[config.mk]
export PLATFORM = sky130hd
export DESIGN_NAME = keypad_scanner
export DESIGN_NICKNAME = d
export VERILOG_FILES = /design/src/rtl/keypad_pkg.sv /design/src/rtl/kp_event_fifo.sv /design/src/rtl/keypad_scanner.sv
export SDC_FILE = /design/constraint.sdc
export NUM_CORES = 1
export LEC_CHECK = 0
export CAP_MARGIN = 20
export CORE_MARGIN = 1
export CORE_UTILIZATION = 35
export DETAILED_ROUTE_END_ITERATION = 6
export SLEW_MARGIN = 20
export SYNTH_ARGS = -nofsm -noshare
export SYNTH_HDL_FRONTEND = slang
export SYNTH_SLANG_ARGS = --single-unit
export TNS_END_PERCENT = 5
[constraint.sdc]
create_clock -name clk -period 3.8 [get_ports clk]
set_clock_uncertainty 0.05 [all_clocks]
set_input_delay 0.76 -clock clk [delete_from_list [all_inputs] [get_ports clk]]
set_output_delay 0.76 -clock clk [all_outputs]
set_load 0.05 [all_outputs]
[src/rtl/keypad_pkg.sv]
// Shared types and constants for the 4x4 matrix keypad scanner.
// Event layout is {release, code[3:0]}.
package keypad_pkg;

  typedef enum logic {
    IDLE,
    EMIT
  } kp_state_t;

  localparam logic [3:0] ROW_IDLE = 4'b1110;
  localparam int KEYS = 16;
  localparam int EVT_W = 5;
  localparam int EVT_REL = 4;
  localparam int EVT_CODE_HI = 3;
  localparam int EVT_CODE_LO = 0;

endpackage

[src/rtl/kp_event_fifo.sv]
// Small synchronous FIFO with combinational head and drop pulse.
// A push into a full FIFO only lands when a pop frees a slot that cycle.
module kp_event_fifo #(
  parameter int DEPTH = 4,
  parameter int WIDTH = 5,
  localparam int AW = $clog2(DEPTH)
) (
  input  logic             clk,
  input  logic             rst,
  input  logic             push,
  input  logic [WIDTH-1:0] wdata,
  input  logic             pop,
  output logic [WIDTH-1:0] rdata,
  output logic             valid,
  output logic [AW:0]      count,
  output logic             drop
);

  logic [WIDTH-1:0] mem [DEPTH];
  logic [AW-1:0] wp;
  logic [AW-1:0] rp;
  logic full;
  logic do_push;
  logic do_pop;

  assign valid = (count != '0);
  assign full = (count == (AW+1)'(DEPTH));
  assign do_pop = pop && valid;
  assign do_push = push && (!full || do_pop);
  assign drop = push && full && !do_pop;
  assign rdata = valid ? mem[rp] : '0;

  always_ff @(posedge clk) begin
    if (do_push) begin
      mem[wp] <= wdata;
    end
  end

  always_ff @(posedge clk or posedge rst) begin
    if (rst) begin
      wp <= '0;
      rp <= '0;
      count <= '0;
    end else begin
      if (do_push) begin
        wp <= wp + AW'(1);
      end
      if (do_pop) begin
        rp <= rp + AW'(1);
      end
      unique case ({do_push, do_pop})
        2'b10: count <= count + (AW+1)'(1);
        2'b01: count <= count - (AW+1)'(1);
        default: count <= count;
      endcase
    end
  end

endmodule

[src/rtl/keypad_scanner.sv]
// 4x4 keypad row scanner with frame debounce and press/release queue.
// Rows rotate every SCAN_DIV cycles; a frame ends at the row 3 sample.
module keypad_scanner
  import keypad_pkg::*;
#(
  parameter int SCAN_DIV = 1000,
  parameter int DEBOUNCE_FRAMES = 4,
  parameter int FIFO_DEPTH = 4
) (
  input  logic                          clk,
  input  logic                          rst,
  input  logic [3:0]                    col_in,
  output logic [3:0]                    row,
  output logic [KEYS-1:0]               key_state,
  output logic                          evt_valid,
  output logic [EVT_W-1:0]              evt_data,
  input  logic                          evt_rd,
  output logic [$clog2(FIFO_DEPTH):0]   evt_count,
  output logic                          overflow,
  input  logic                          ovf_clr
);

  localparam int DW = $clog2(SCAN_DIV);
  localparam int CW = $clog2(DEBOUNCE_FRAMES + 1) + 1;

  logic [3:0] col_s1;
  logic [3:0] col_s2;
  logic [DW-1:0] div;
  logic [1:0] ridx;
  logic last;
  logic frame_end;

  logic [KEYS-1:0] snap;
  logic [KEYS-1:0] snap_nxt;
  logic [KEYS-1:0] cand;
  logic [CW-1:0] cnt;
  logic [CW-1:0] eff;
  logic same;
  logic commit;

  kp_state_t state;
  kp_state_t state_nxt;
  logic [3:0] idx;
  logic [KEYS-1:0] chg;
  logic push;
  logic [EVT_W-1:0] evt_w;
  logic drop;

  assign last = (div == DW'(SCAN_DIV - 1));
  assign frame_end = last && (ridx == 2'd3);

  always_ff @(posedge clk or posedge rst) begin
    if (rst) begin
      col_s1 <= 4'hf;
      col_s2 <= 4'hf;
    end else begin
      col_s1 <= col_in;
      col_s2 <= col_s1;
    end
  end

  always_ff @(posedge clk or posedge rst) begin
    if (rst) begin
      div <= '0;
      ridx <= 2'd0;
      row <= ROW_IDLE;
    end else if (last) begin
      div <= '0;
      ridx <= ridx + 2'd1;
      row <= {row[2:0], row[3]};
    end else begin
      div <= div + DW'(1);
    end
  end

  // The frame-end snapshot must include the row 3 sample taken this cycle.
  always_comb begin
    snap_nxt = snap;
    if (last) begin
      snap_nxt[{ridx, 2'b00} +: 4] = ~col_s2;
    end
  end

  assign same = (snap_nxt == cand);
  assign eff = same ? cnt + CW'(1) : CW'(1);
  assign commit = frame_end
               && (eff >= CW'(DEBOUNCE_FRAMES))
               && (snap_nxt != key_state)
               && (state == IDLE);

  always_ff @(posedge clk or posedge rst) begin
    if (rst) begin
      snap <= '0;
      cand <= '0;
      cnt <= '0;
    end else begin
      snap <= snap_nxt;
      if (frame_end) begin
        if (!same) begin
          cand <= snap_nxt;
          cnt <= CW'(1);
        end else if (eff > CW'(DEBOUNCE_FRAMES)) begin
          cnt <= CW'(DEBOUNCE_FRAMES);
        end else begin
          cnt <= eff;
        end
      end
    end
  end

  always_comb begin
    state_nxt = state;
    push = 1'b0;
    evt_w = '0;
    evt_w[EVT_REL] = ~key_state[idx];
    evt_w[EVT_CODE_HI:EVT_CODE_LO] = idx;
    unique case (state)
      IDLE: begin
        if (commit) begin
          state_nxt = EMIT;
        end
      end
      EMIT: begin
        push = chg[idx];
        if (idx == 4'd15) begin
          state_nxt = IDLE;
        end
      end
      default: state_nxt = IDLE;
    endcase
  end

  always_ff @(posedge clk or posedge rst) begin
    if (rst) begin
      state <= IDLE;
      idx <= 4'd0;
      chg <= '0;
      key_state <= '0;
    end else begin
      state <= state_nxt;
      idx <= (state == EMIT) ? idx + 4'd1 : 4'd0;
      if (commit) begin
        key_state <= snap_nxt;
        chg <= snap_nxt ^ key_state;
      end
    end
  end

  kp_event_fifo #(
    .DEPTH(FIFO_DEPTH),
    .WIDTH(EVT_W)
  ) u_fifo (
    .clk(clk),
    .rst(rst),
    .push(push),
    .wdata(evt_w),
    .pop(evt_rd),
    .rdata(evt_data),
    .valid(evt_valid),
    .count(evt_count),
    .drop(drop)
  );

  // A drop in the same cycle as a clear leaves the flag set.
  always_ff @(posedge clk or posedge rst) begin
    if (rst) begin
      overflow <= 1'b0;
    end else if (drop) begin
      overflow <= 1'b1;
    end else if (ovf_clr) begin
      overflow <= 1'b0;
    end
  end

endmodule
==> results of run 1 <==
through the flow:
| stage | cells | util | power [mW] |
|---|---|---|---|
| final | 712 | 0.435 | 3.28 |
| after global routing | 712 | 0.435 | 3.41 |
| after CTS | 712 | 0.434 | 3.33 |
| after detailed placement | 680 | 0.401 | 1.82 |
| after global placement | 680 | 0.401 | 1.80 |
| after floorplan | 421 | - | 1.71 |
synth_stat cells, types with 9 or more instances:
library cell   n
mux4_2        15
inv_1         13
xnor2_1       28
mux2_4        31
nor2_1        11
edfxtp_1      20
dfstp_2       11
dfrtp_1       94
mux2_2        18
o21ai_0       13
and2_1        14
nand2_1       17
xor2_1        19
nand3_1        9
ha_1          12
worst max path at each step:
stage          cells past startpoint     from  endpoint
6_report                          10  ridx[0]    chg[7]
3_5_place_dp                      11  ridx[0]    chg[7]
5_1_grt                           13  ridx[0]    chg[6]
3_3_place_gp                      10   div[0]    chg[2]
4_1_cts                           11  ridx[0]    chg[7]
2_1_floorplan                      1      rst   cand[0]
cells by family after synthesis:
logic type                 count (synthesis)
xor gates and xnor gates                  47
DFF                                      125
AOI/OAI and AO/OA                         37
adders and majority gates                 13
muxes                                     74
buffers and inverters                     30
and+or+nand+nor                           95
layer usage:
| metal | vias up | global-route usage | wire [um] |
|---|---|---|---|
| li1 | 1649 | - | - |
| met1 | 1779 | 0.203 | 5670 |
| met2 | 56 | 0.235 | 5730 |
| met3 | 12 | 0.0387 | 424 |
| met4 | 0 | 0.0536 | 163 |
| met5 | - | 0 | 0 |
worst max-delay path: cells and delay by family, from the launching register on:
family	cells	cell delay, ns
AO/OA/AOI/OAI	1	0.33
XOR/XNOR	1	0.17
adder cells (fa/ha/maj)	1	0.36
buffers and inverters	2	0.43
flip-flops	1	0.46
multiplexers	2	0.71
AND/OR/NAND/NOR	3	0.89
report_power, final:
group	leakage (nW)	internal, mW	switching (mW)
sequential	1.60	1.39	0.0653
clock	0.256	0.892	0.603
combinational	1.37	0.132	0.196
registers in the layout, summed over array words and instances (netlist names), 3 cells and up:
| name | flops |
|---|---|
| key_state | 16 |
| u_fifo.count | 3 |
| col_s1 | 4 |
| snap | 16 |
| col_s2 | 4 |
| cnt | 4 |
| row | 4 |
| div | 10 |
| u_fifo.mem | 20 |
| chg | 16 |
| idx | 4 |
| cand | 16 |
layout make-up:
type	count	area [um2]
multi-input cells	266	2580
clock inverters	15	125
repair buffers	55	531
inverters	14	55.1
fillers	1524	9410
well taps	220	275
clock buffers	17	425
flip-flops and latches	125	3240
==> results_dict.tcl, run 1 <==
set metrics [dict create \
    tightest_slew_ns 0.688 \
    rr_worst_depth 10 \
    die_y_um 133 \
    worstReg2RegEnd "chg[7]" \
    synth_area_per_cell_um2 14.2 \
    required_ns 4.05 \
    final_net_count 500 \
    synthTopCellsByArea "dfrtp_1 (39%), edfxtp_1 (10%), mux2_4 (7.8%), mux4_2 (5.6%), dfstp_2 (4.8%)" \
    r2r_slack_ns 0.29 \
    clk_pin_slew_ns 0.05 \
    numClockSinks 125 \
    ys.warnings.count 0 \
    ys_types 59 \
    muxShareOfSynthArea 0.186 \
    cts_root_buf "clkbuf_16" \
    rsz0062_at_grt "no" \
    grt_pass1_wl_um 20200 \
    drv_cap 0 \
    vias 3496 \
    post-cts-setup-buffers 0 \
    routed_via_density 4.91 \
    yosys.area_share.simple 0.0993 \
    fin_ws_ns 0.292 \
    async_flop_share 0.840 \
    min_from "col_s1[2]" \
    min_period_ns 3.51 \
    antenna_cells 0 \
    grt_overflow 0 \
    grt_antenna_before_repair 0 \
    fmax_mhz 285 \
    arrival_ns 3.76 \
    htree_levels 4 \
    synthFlopType "dfrtp_1" \
    layout_commonest_cell "dfrtp_1" \
    area_growth_syn_to_layout_pct 20.6 \
    setup.worst_path.start_class "flop" \
    io_pins 38 \
    hold_depth 0 \
    hold_end "col_s2[2]" \
    placed_cell_area_um2 6680 \
    yosysTopAreaCell "dfrtp_1" \
    end_kind "flop" \
    synth_top_family_by_area "multiplexers" \
    timing.hold.ws_ns 0.304 \
    final_cell_mix "dfrtp_1 (93), clkdlybuf4s50_1 (37), mux2_4 (31), xnor2_1 (28), edfxtp_1 (20)" \
    cts_buffers 17 \
    crit_slowest_cell "nor4_1" \
    p_leak_nw 3.22 \
    postRouteAntennaNets 0 \
    hold_viol 0 \
    drc_errors 0 \
    post_drt_wl_per_cell_um 16.8 \
    die_area_um2 17700 \
    synth_compound_area_frac 0.0476 \
    ir_drop_mv 0.355 \
    synth-edff-count 20 \
    hold_class "flop to flop" \
    tritoncts "yes" \
    globalRouteTotalUtil 0.151 \
    fin_crit_sh 0.923 \
    wl_um 12000 \
    yosysSeqAreaShare 0.541 \
    cp_common_cell "mux2_2" \
    port-buffer-count 37 \
    crit_path_max_incr_delay_ns 0.50 \
    gp_congestion 0.773 \
    syn_area_um2 6000 \
    syn_inst 421 \
    drt-initial-drc-count 182 \
    synth_xor_xnor_area_share 0.0686 \
    yosysTopAreaCellShare 0.392 \
    setup_violations 0 \
    clk_latency_ns 0.42 \
    finalMaxSlewViolations 0 \
    final_cell_area_um2 7230 \
    core_um2 16600 \
    synth_seq_cells 125 \
    worstPathCellList "inv_1, ha_2, nor4_1, mux2_2, xnor2_1, nand4_1, nor4_4, o2111a_2, buf_12, mux2_2" \
    grt_max_degree 56 \
    timing.rr.start "ridx[0]" \
    die_x_um 133 \
    cts_resized 0 \
    finalSetupTns_ns 0 \
    outcome "completed" \
    first_pass_iters 4 \
    drive_gt1_frac 0.289 \
    cts_hold_buf 0 \
    start_util 0.360 \
    slew_headroom 0.541 \
    rows 47 \
    synth_fa_ha_area_frac 0.0284 \
    syn_nets 442 \
    grt_pass1_vias 3656 \
    crit_type "flop to flop" \
    clk_path_buf_depth 2 \
    place_hpwl_um 8500 \
    p_per_area_nw_per_um2 454 \
    dp_slack_ns 0.182 \
    crit_fanout 24 \
]
Power figures use the tool's default switching activity.
==> run 2, diff against run 1 <==
--- a/config.mk
+++ b/config.mk
@@ -7,7 +7,8 @@
 export LEC_CHECK = 0
 export CAP_MARGIN = 20
 export CORE_MARGIN = 1
-export CORE_UTILIZATION = 35
+export CORE_UTILIZATION = 25
+export CTS_CLUSTER_DIAMETER = 120
 export DETAILED_ROUTE_END_ITERATION = 6
 export SLEW_MARGIN = 20
 export SYNTH_ARGS = -nofsm -noshare
==> run 2 against run 1 <==
Clock power grew 9%. Utilization shrank 12 points. Combinational power grew 2%. Worst setup slack gained 0.0098 ns. Worst hold slack gained 0.0020 ns. Sequential power is essentially flat. Global-route usage shrank 3.9 points. Critical path depth is the same. Largest cell class unchanged. Final cell count grew 14%. Clock-buffer cell count grew 6.
==> results_dict.tcl, run 2 (same netlist as run 1, synthesis figures left out) <==
set metrics [dict create \
    finalSetupTns_ns 0 \
    ir_drop_mv 0.226 \
    power_frac_seq 0.426 \
    wl_um 12500 \
    fillCellCount 2303 \
    htree_levels 4 \
    globalRouteTotalUtil 0.112 \
    grt_max_degree 87 \
    regArea_um2 3240 \
    hold_viol 0 \
    io_pins 38 \
    final_cell_mix "dfrtp_1 (93), clkdlybuf4s50_1 (37), mux2_4 (31), xnor2_1 (28), edfxtp_1 (20)" \
    largest_reg_flops 20 \
    finalMaxSlewViolations 0 \
    drv_cap 0 \
    setup.worst_path.start_class "flop" \
    core_um2 23500 \
    crit_fanout 25 \
    gp_congestion 0.755 \
    dp_slack_ns 0.0859 \
    layout_commonest_cell "dfrtp_1" \
    routed_via_density 4.36 \
    drive_gt1_frac 0.291 \
    drt-initial-drc-count 186 \
    final_net_count 502 \
    die_x_um 157 \
    tritoncts "yes" \
    die_area_um2 24600 \
    rsz0062_at_grt "no" \
    numClockSinks 125 \
    drc_errors 0 \
    timing.rr.start "ridx[0]" \
    min_from "col_s1[1]" \
    outcome "completed" \
    clk_pin_slew_ns 0.06 \
    crit_type "flop to flop" \
    top_layer "met4" \
    min_period_ns 3.50 \
    multi_input_area_um2 2580 \
    clk_latency_ns 0.41 \
    m1WireLength_um 5760 \
    slew_headroom 0.438 \
    switching_share 0.250 \
    critPathLaunch "ridx[0]" \
    routed-wl-met3_um 457 \
    top_register "u_fifo.mem" \
    cts_buffers 17 \
    grt_pass1_wl_um 20800 \
    vias 3546 \
    p_per_area_nw_per_um2 460 \
    internal_power_mw 2.56 \
    setup_violations 0 \
    fin_ws_ns 0.302 \
    tightest_slew_ns 0.842 \
    grt_antenna_before_repair 0 \
    clk_path_buf_depth 2 \
    first_pass_iters 4 \
    grt_overflow 0 \
    place_hpwl_um 8920 \
    p_leak_nw 3.26 \
    postRouteAntennaNets 0 \
    combPwrFrac 0.098 \
    port-buffer-count 37 \
    fmax_mhz 286 \
    post_drt_wl_per_cell_um 15.4 \
    wl_met2_um 6100 \
    hold_class "flop to flop" \
    required_ns 4.05 \
    p_switching_mw 0.854 \
    cts_root_buf "clkbuf_16" \
    area_growth_syn_to_layout_pct 23.9 \
    end_kind "flop" \
    start_util 0.255 \
    rows 56 \
    die_y_um 157 \
    arrival_ns 3.75 \
    antenna_cells 0 \
    fin_crit_sh 0.921 \
    clock_power_share 0.476 \
    grt_pass1_vias 3798 \
    cts_hold_buf 0 \
]
[run 2: stage by stage]
stage / instance area, um2 / instances / util / total power [mW] / hold slack [ns]
6_report: 7430 / 813 / 0.316 / 3.42 / 0.306
5_1_grt: 7430 / 813 / 0.316 / 3.55 / 0.310
4_1_cts: 7420 / 813 / 0.316 / 3.46 / 0.309
3_5_place_dp: 6820 / 781 / 0.291 / 1.82 / 0.300
3_3_place_gp: 6820 / 781 / 0.291 / 1.80 / 0.299
2_1_floorplan: 6000 / 421 / - / 1.71 / 0.295
[run 2: final cells by class]
type / count / share of cell area
sequential: 125 / 0.437
multi-input combinational: 266 / 0.348
timing repair buffer: 57 / 0.0734
clock buffer: 23 / 0.0659
tap: 319 / 0.0537
clock inverter: 9 / 0.0147
inverter: 14 / 0.00775
[run 2: worst paths after layout]
check | end | slack [ns] | cells after the start
max | chg[7] | 0.30 | 10
min | col_s2[1] | 0.31 | 0
max reg2reg | chg[7] | 0.30 | 10
min reg2reg | col_s2[1] | 0.31 | 0
max in group asynchronous | idx[3] | 2.12 | 3
min in group asynchronous | div[3] | 0.82 | 2
[run 2: repair_timing]
action | in CTS | in global routing
endpoints found under the setup margin | 0 | 39
setup buffers | 0 | 0
hold endpoints to repair | 0 | 0
gates resized for setup | 0 | 3
[run 2: worst max-delay path, cell delays in order (launching register included)]
cell      delay (ns)
dfrtp_2         0.47
inv_1           0.21
ha_2            0.37
nor4_1          0.45
mux2_2          0.27
xnor2_1         0.16
nand4_1         0.20
nor4_4          0.20
o2111a_2        0.38
buf_12          0.25
mux2_2          0.36
[run 2: power by group through the flow]
stage / Sequential (mW) / Combinational, mW / Clock, mW
after floorplan: 1.50 / 0.214 / 0
after global placement: 1.48 / 0.320 / 0
after detailed placement: 1.48 / 0.339 / 0
after CTS: 1.46 / 0.341 / 1.67
after global routing: 1.46 / 0.364 / 1.72
final: 1.45 / 0.336 / 1.63
[run 2: metal layers]
layer  up-vias  track usage
met2        62        0.183
met4         0       0.0439
met3        16       0.0324
li1       1652            -
met5         -            0
met1      1816        0.138
